## src/rtl/store_rmw_unit.sv

```systemverilog
// Byte/halfword store via read-modify-write on a word-only data memory; SW writes straight through.
// Optional STORE_RMW_ALIGN_CHECK_EN rejects misaligned SH/SW; otherwise only op=11 is rejected.
module store_rmw_unit #(
  parameter int ADDR_W = 32,
  parameter int DATA_W = 32
) (
  input  logic              clk,
  input  logic              rst,
  input  logic              start,
  input  logic [1:0]        op,
  input  logic [ADDR_W-1:0] addr,
  input  logic [DATA_W-1:0] wdata,
  output logic              busy,
  output logic              done,
  output logic              err,
  output logic [ADDR_W-1:0] mem_addr,
  output logic              mem_rd_req,
  input  logic [DATA_W-1:0] mem_rdata,
  input  logic              mem_rd_valid,
  output logic              mem_wr_req,
  output logic [DATA_W-1:0] mem_wdata,
  input  logic              mem_wr_ack
);

  localparam logic [1:0] OP_SW = 2'b00;
  localparam logic [1:0] OP_SH = 2'b01;
  localparam logic [1:0] OP_SB = 2'b10;
  localparam logic [1:0] OP_RSV = 2'b11;

  typedef enum logic [2:0] {IDLE, RD, WR, DONE, ERR} state_t;

  state_t            state_q;
  logic              busy_q, done_q, err_q, mem_rd_req_q, mem_wr_req_q;
  logic [ADDR_W-1:0] mem_addr_q;
  logic [DATA_W-1:0] mem_wdata_q;
  logic [1:0]        lane_q;
  logic              is_byte_q;
  logic [15:0]       wdata_q;
  logic              reject_d;
  logic [DATA_W-1:0] merged_d;

`ifdef STORE_RMW_ALIGN_CHECK_EN
  assign reject_d = (op == OP_RSV) || ((op == OP_SW) && (addr[1:0] != 2'b00)) ||
                    ((op == OP_SH) && addr[0]);
`else
  assign reject_d = (op == OP_RSV);
`endif

  // Per byte lane: take the stored byte/halfword if this lane is targeted, else keep memory data.
  for (genvar gi = 0; gi < DATA_W / 8; gi++) begin : g_lane
    localparam logic [1:0] LANE = 2'(gi);
    logic sel;
    assign sel = is_byte_q ? (lane_q == LANE) : (lane_q[1] == LANE[1]);
    assign merged_d[8*gi +: 8] = sel ? ((is_byte_q || !LANE[0]) ? wdata_q[7:0] : wdata_q[15:8])
                                     : mem_rdata[8*gi +: 8];
  end

  always_ff @(posedge clk) begin
    if (!rst) begin
      state_q      <= IDLE;
      busy_q       <= 1'b0;
      done_q       <= 1'b0;
      err_q        <= 1'b0;
      mem_rd_req_q <= 1'b0;
      mem_wr_req_q <= 1'b0;
      mem_addr_q   <= '0;
      mem_wdata_q  <= '0;
      lane_q       <= 2'b00;
      is_byte_q    <= 1'b0;
      wdata_q      <= '0;
    end else begin
      done_q <= 1'b0;
      err_q  <= 1'b0;
      case (state_q)
        IDLE: begin
          if (start) begin
            mem_addr_q <= {addr[ADDR_W-1:2], 2'b00};
            lane_q     <= addr[1:0];
            is_byte_q  <= (op == OP_SB);
            wdata_q    <= wdata[15:0];
            busy_q     <= 1'b1;
            if (reject_d) begin
              state_q <= ERR;
              done_q  <= 1'b1;
              err_q   <= 1'b1;
            end else if (op == OP_SW) begin
              state_q      <= WR;
              mem_wr_req_q <= 1'b1;
              mem_wdata_q  <= wdata;
            end else begin
              state_q      <= RD;
              mem_rd_req_q <= 1'b1;
            end
          end
        end
        RD: begin
          if (mem_rd_valid) begin
            state_q      <= WR;
            mem_rd_req_q <= 1'b0;
            mem_wr_req_q <= 1'b1;
            mem_wdata_q  <= merged_d;
          end
        end
        WR: begin
          if (mem_wr_ack) begin
            state_q      <= DONE;
            mem_wr_req_q <= 1'b0;
            done_q       <= 1'b1;
          end
        end
        DONE, ERR: begin
          state_q <= IDLE;
          busy_q  <= 1'b0;
        end
        default: begin
          state_q <= IDLE;
          busy_q  <= 1'b0;
        end
      endcase
    end
  end

  assign busy       = busy_q;
  assign done       = done_q;
  assign err        = err_q;
  assign mem_addr   = mem_addr_q;
  assign mem_rd_req = mem_rd_req_q;
  assign mem_wr_req = mem_wr_req_q;
  assign mem_wdata  = mem_wdata_q;

endmodule
```

## config.mk

```make
export PLATFORM = sky130hd
export DESIGN_NAME = store_rmw_unit
export DESIGN_NICKNAME = d
export VERILOG_FILES = /design/src/rtl/store_rmw_unit.sv
export SDC_FILE = /design/constraint.sdc
export NUM_CORES = 1
export LEC_CHECK = 0
export BUFFER_PORTS_ARGS = -buffer_cell sky130_fd_sc_hd__buf_2
export CAP_MARGIN = 0
export CORE_ASPECT_RATIO = 0.7
export CORE_UTILIZATION = 30
export CTS_CLUSTER_DIAMETER = 80
export DETAILED_ROUTE_END_ITERATION = 12
export PLACE_DENSITY = 0.64
export RECOVER_POWER = 50
export SETUP_SLACK_MARGIN = 0.02
export SLEW_MARGIN = 20
export SYNTH_ARGS = -nofsm -noshare
export SYNTH_HDL_FRONTEND = slang
export SYNTH_SLANG_ARGS = --single-unit
```

## constraint.sdc

```tcl
create_clock -name clk -period 3.1 [get_ports clk]
set_clock_uncertainty 0.05 [all_clocks]
set_input_delay 0.155 -clock clk [delete_from_list [all_inputs] [get_ports clk]]
set_output_delay 0.155 -clock clk [all_outputs]
set_load 0.05 [all_outputs]
```

==> results_dict.tcl, run 1 <==
set metrics [dict create \
    ir_worst_vdd_mv 0.2500 \
    rsz0062_at_grt "false" \
    wl_met3_microns 1397 \
    wl_met1_microns 6366 \
    port_buffers 169 \
    drcViolationCount 0 \
    placed_area_sq_um 5117 \
    async_reset_ff_frac 0 \
    cts_tree "yes" \
    start_util 0.3132 \
    required_ps 3240 \
    die_w_microns 143.4 \
    power-per-cell-area_nw_per_um2 630.8 \
    top_layer_used "met5" \
    hold_ws_ps 12.55 \
    setup_tns_ps 0 \
    ant_nets 0 \
    postSynthCellCount 522 \
    status "finished, final reports clean" \
    track_usage 0.1946 \
    power_frac_comb 0.292 \
    die_y_microns 101.0 \
    fin_area_sq_um 5344 \
    intPower_uw 2127 \
    setup_violations 0 \
    hold_class "in2reg" \
    hpwl_microns 9993 \
    slew_violations 0 \
    clkPwrFrac 0.303 \
    max_freq_mhz 390.8 \
    p_sw_uw 1244 \
    drive_above_1_share 0.1982 \
    finalPower_uw 3371 \
    start_kind "register" \
    grt_pass1_vias 4083 \
    p_leak_uw 0.002116 \
    fp-row-count 35 \
    dieArea_sq_um 14470 \
    cts_inserted_buffers 9 \
    cts-root-buf "clkbuf_16" \
    seq_area_frac_synth 0.4246 \
    syn_area_sq_um 4197 \
    grt_pass1_wl_microns 21600 \
    grt_overflow 0 \
    finalCritPeriodShare 0.8254 \
    gp_congestion 0.8500 \
    core_sq_um 13400 \
    avgSynthCellArea_sq_um 8.039 \
    cpPeakStageDelay_ps 850 \
    cts_buffer_depth 2 \
    drt_iter0_drc 305 \
    seqPwrFrac 0.404 \
    path_buf_inv 1 \
    dpl.cell_count 835 \
    synth-main-ff-cell "dfxtp_1" \
    crit_path_max_fanout 48 \
    htreeDepth 3 \
    yosys.cell_types.count 38 \
    cts_resized 0 \
    relSlewSlack 0.1578 \
    ios 172 \
    clkSinkCount 89 \
    worstPathCellList "buf_4 -> or3b_2 -> a31o_2 -> a21oi_1 -> o22ai_1" \
    arrival_ps 2700 \
    layoutNonFillerInstCount 858 \
    synth_edf_count 0 \
    drt-total-wl_microns 14020 \
    min_period_ps 2559 \
    clock_latency_ps 330 \
    first_pass_iters 5 \
    cp_slowest_cell "or3b_2" \
    worstMarginPinSlew_ps 1263 \
    drv_cap 0 \
    antenna_found_initial 4 \
    wire_per_inst_microns 16.34 \
    worstSetupPathType "reg2reg" \
    clkTransAtPathRegs_ps 60 \
    nNetsFinal 773 \
    hold_viol_final 0 \
    cp-end-kind "register" \
    viasPerCell 5.163 \
    grt_max_degree 65 \
    synth-seq-cells 89 \
    wl_met2_microns 6081 \
    yosysWarnings 0 \
    num_vias 4430 \
    area_delta_synth_final_pct 27.34 \
    critical-path-top-delay-family "simple AND/OR/NAND/NOR gates" \
    netSwitchingFraction 0.3691 \
]
cells in the mapped netlist, types with 3 or more instances:
master / instances / area (sq um)
a211o_1: 16 / 140.1
buf_6: 3 / 33.78
inv_1: 4 / 15.01
clkbuf_1: 31 / 116.4
a31oi_1: 17 / 106.4
buf_4: 3 / 22.52
buf_2: 11 / 55.05
o211ai_1: 16 / 120.1
a31o_2: 8 / 70.07
o21ai_0: 16 / 80.08
nand2_1: 141 / 529.3
a21oi_1: 20 / 100.1
nand2b_1: 8 / 50.05
a21o_1: 8 / 60.06
a21boi_1: 32 / 240.2
dfxtp_1: 89 / 1782
o22ai_1: 49 / 306.5
o21ai_1: 3 / 15.01
ha_1: 4 / 50.05
a21boi_0: 17 / 127.6
nor2_1: 3 / 11.26
sequential cells by signal, summed over array words and instances, names as in the netlist:
signal and flops:
mem_wdata 32, state_q 3, is_byte_q 1, err 1
busy 1, lane_q 2, mem_addr 30, mem_rd_req 1
done 1, wdata_q 16, mem_wr_req 1
worst register-to-register path, stage by stage, from the launching register on:
cell and delay, ps:
dfxtp_1 540, buf_4 300, or3b_2 850, a31o_2 400, a21oi_1 160, o22ai_1 110
metrics by stage:
step,setup WS (ps),utilization
4_1_cts,867.2,0.4063
3_5_place_dp,876.4,0.3819
2_1_floorplan,1563,-
5_1_grt,458.9,0.3984
6_report,541.2,0.3988
3_3_place_gp,972.8,0.3819
power groups by stage:
stage	Clock (uW)	Combinational (uW)	Sequential, uW
6_report	1020	986	1360
3_5_place_dp	0	1010	1380
5_1_grt	1100	1070	1380
3_3_place_gp	0	992	1380
4_1_cts	1050	1020	1360
2_1_floorplan	0	459	1650
final cells by class:
type                    instances  area [sq um]
diodes                          2         5.005
clock buffers                  14         264.0
well taps                     185         231.5
clock inverters                 2         12.51
multi-input cells             380          2170
inverters                       4         15.01
repair buffers                182         864.6
fillers                      1429          8056
flip-flops and latches         89          1782
routing by layer:
metal  global-route usage  vias up
li1                     -     2144
met1               0.2565     2060
met2               0.3002      207
met3              0.06888       15
met4              0.05074        4
met5                    0        -
path summary, 6_finish.rpt:
kind	startpoint	to	slack, ps	depth (start not counted)
setup reg to reg	state_q[0]	mem_wdata[18]	540	5
hold / removal	addr[23]	mem_addr[23]	10	3
hold reg to reg	mem_addr[10]	mem_addr[10]	410	2
setup / recovery	state_q[0]	mem_wdata[18]	540	5
layout by cell type (no fill, tap or decap), drive strengths merged:
cell type and instances:
a211o 16, a21boi 50, a21o 8, a21oi 20, a31o 8, a31oi 17
and2 2, and3 2, buf 108, clkbuf 83, clkinv 1, clkinvlp 1
conb 2, dfxtp 89, diode 2, dlygate4sd3 5, ha 4, inv 4
nand2 141, nand2b 8, nand3 1, nand3b 1, nand4bb 1, nor2 3
nor2b 2, nor3 2, o211a 1, o211ai 16, o21a 2, o21ai 19
o22ai 49, o311ai 2, or2 1, or3 1, or3b 1
cell families (layout without fill, tap and decap cells):
family | Yosys count | in the layout | share of synthesized area
AOI/OAI and AO/OA | 208 | 208 | 0.3384
other | 1 | 4 | 0.0008936
DFF | 89 | 89 | 0.4246
buffers and inverters | 54 | 202 | 0.05963
adders and majority gates | 4 | 4 | 0.01193
and+or+nand+nor | 166 | 166 | 0.1646
what timing repair did:
item | 4_1_cts | 5_1_grt
buffers inserted | 0 | 0
endpoints found under the hold margin | 5 | 0
hold buffers | 5 | 0
No activity file was read; power rests on OpenSTA's default activity.
==> run 2: changes to the inputs <==
==> constraint.sdc (replaced) <==
create_clock -name clk -period 2.5 [get_ports clk]
set_clock_uncertainty 0.05 [all_clocks]
set_input_delay 0.125 -clock clk [delete_from_list [all_inputs] [get_ports clk]]
set_output_delay 0.125 -clock clk [all_outputs]
set_load 0.05 [all_outputs]
==> run 2 against run 1 <==
Compared with the run above: largest cell class unchanged; cell area rose by 9.6%; die area did not move; routed wire length rose by 2.5%; largest power group unchanged; critical path depth fell by 1; clock-buffer cell count fell by 2; sequential power rose by 24%; sequential share of layout area fell by 2.9 points; via count rose by 4.9%; total power rose by 30%.
==> results_dict.tcl, run 2 (synthesized netlist as in run 1, its figures left out) <==
set metrics [dict create \
    status "finished, final reports clean" \
    gp_congestion 0.8192 \
    drt_iter0_drc 242 \
    die_w_microns 143.4 \
    setup_tns_ps 0 \
    rr_worst_depth 4 \
    max_freq_mhz 453.5 \
    cp_slowest_cell "or3b_2" \
    die_y_microns 101.0 \
    relSlewSlack 0.3184 \
    num_vias 4649 \
    rsz0062_at_grt "false" \
    hold_path_startpoint "wdata[6]" \
    setup_violations 0 \
    dieArea_sq_um 14470 \
    fp-row-count 35 \
    nNetsFinal 821 \
    cts-root-buf "clkbuf_16" \
    area_delta_synth_final_pct 39.53 \
    grt_pass1_wl_microns 22210 \
    clock_latency_ps 340 \
    clkTransAtPathRegs_ps 70 \
    worstPathCellList "or3b_2 -> a31o_2 -> a21oi_1 -> o22ai_1" \
    drive_above_1_share 0.1919 \
    ios 172 \
    cpPeakStageDelay_ps 860 \
    hpwl_microns 9880 \
    worstMarginPinSlew_ps 1022 \
    hold_class "in2reg" \
    rr_endpoint "mem_wdata[21]" \
    cts_tree "yes" \
    timing.rr.start "state_q[0]" \
    p_leak_uw 0.002337 \
    ant_nets 0 \
    grt_overflow 0 \
    drcViolationCount 0 \
    required_ps 2670 \
    cts_inserted_buffers 9 \
    largest_reg_flops 32 \
    cts_resized 0 \
    worstSetupPathType "reg2reg" \
    cp-end-kind "register" \
    start_kind "register" \
    finalCritPeriodShare 0.8820 \
    crit_path_max_fanout 48 \
    cts_buffer_depth 2 \
    drt-total-wl_microns 14380 \
    fin_util 0.4370 \
    slew_violations 0 \
    hold_viol_final 0 \
    whs_endpoint "wdata_q[6]" \
    start_util 0.3132 \
    ir_worst_vdd_mv 0.3715 \
    viasPerCell 5.137 \
    final_common_cell "nand2_1" \
    power-per-cell-area_nw_per_um2 747.7 \
    htreeDepth 3 \
    port_buffers 169 \
    min_period_ps 2205 \
    clkSinkCount 89 \
    rrSetupSlack_ps 290 \
    track_usage 0.1993 \
    antenna_found_initial 1 \
    hold_depth 3 \
    arrival_ps 2380 \
    grt_max_degree 65 \
    grt_pass1_vias 4359 \
    drv_cap 0 \
    core_sq_um 13400 \
    first_pass_iters 5 \
    final_cell_mix "nand2_1, buf_2, dfxtp_1, clkbuf_1, dlygate4sd3_1" \
    cts_setup_buffers 0 \
    wire_per_inst_microns 15.89 \
]
==> run 2: layout make-up <==
class,count,area (sq um)
diodes,1,2.502
clock buffers,12,256.5
clock inverters,4,51.30
fillers,1363,7545
inverters,4,15.01
multi-input cells,380,2170
flip-flops and latches,89,1782
well taps,185,231.5
repair buffers,230,1348
==> run 2: how the worst max path moves through the flow <==
stage | start | to | slack (ps) | cells past startpoint
3_5_place_dp | state_q[0] | mem_rd_req | 430 | 4
5_1_grt | state_q[0] | mem_wdata[21] | 150 | 4
3_3_place_gp | state_q[0] | mem_rd_req | 480 | 4
4_1_cts | state_q[0] | mem_rd_req | 410 | 4
6_report | state_q[0] | mem_wdata[21] | 290 | 4
2_1_floorplan | state_q[2] | mem_wdata[28] | 960 | 6
==> run 2: stage by stage <==
step                instance area (sq um)  power [uW]  hold WS [ps]  cells  worst slack [ps]
global route                         5853        4591         4.458    904             150.9
detailed placement                   5152        2982         318.9    838             428.1
CTS                                  5961        4445        0.7759    904             409.2
global placement                     5152        2950         315.4    838             479.0
floorplan                            4200        2618         209.8    523             963.0
finish                               5856        4378         12.16    905             295.0
==> run 2: repair_timing <==
item / 4_1_cts / 5_1_grt
hold buffers: 50 / 0
hold endpoints to repair: 52 / 0
setup endpoints to repair: 0 / 0
==> run 2: power breakdown <==
part / leakage (uW) / switching [uW] / internal (uW) / total [uW]
clock: 0.000149 / 571 / 830 / 1400
combinational: 0.00146 / 896 / 399 / 1300
sequential: 0.000729 / 119 / 1560 / 1680
==> run 2: routing by layer <==
layer	share of wire	wire length, microns	vias up	GRT usage
li1	-	-	2245	-
met2	0.46	6672	199	0.3376
met5	0	0	-	0
met4	0.0091	131	0	0.04337
met1	0.45	6482	2192	0.2480
met3	0.076	1091	13	0.06128
==> run 2: worst max-delay path, delay by kind of cell (launching register included) <==
kind,cells,cell delay [ps]
DFF,1,510
AOI/OAI and AO/OA,3,630
and+or+nand+nor,1,860
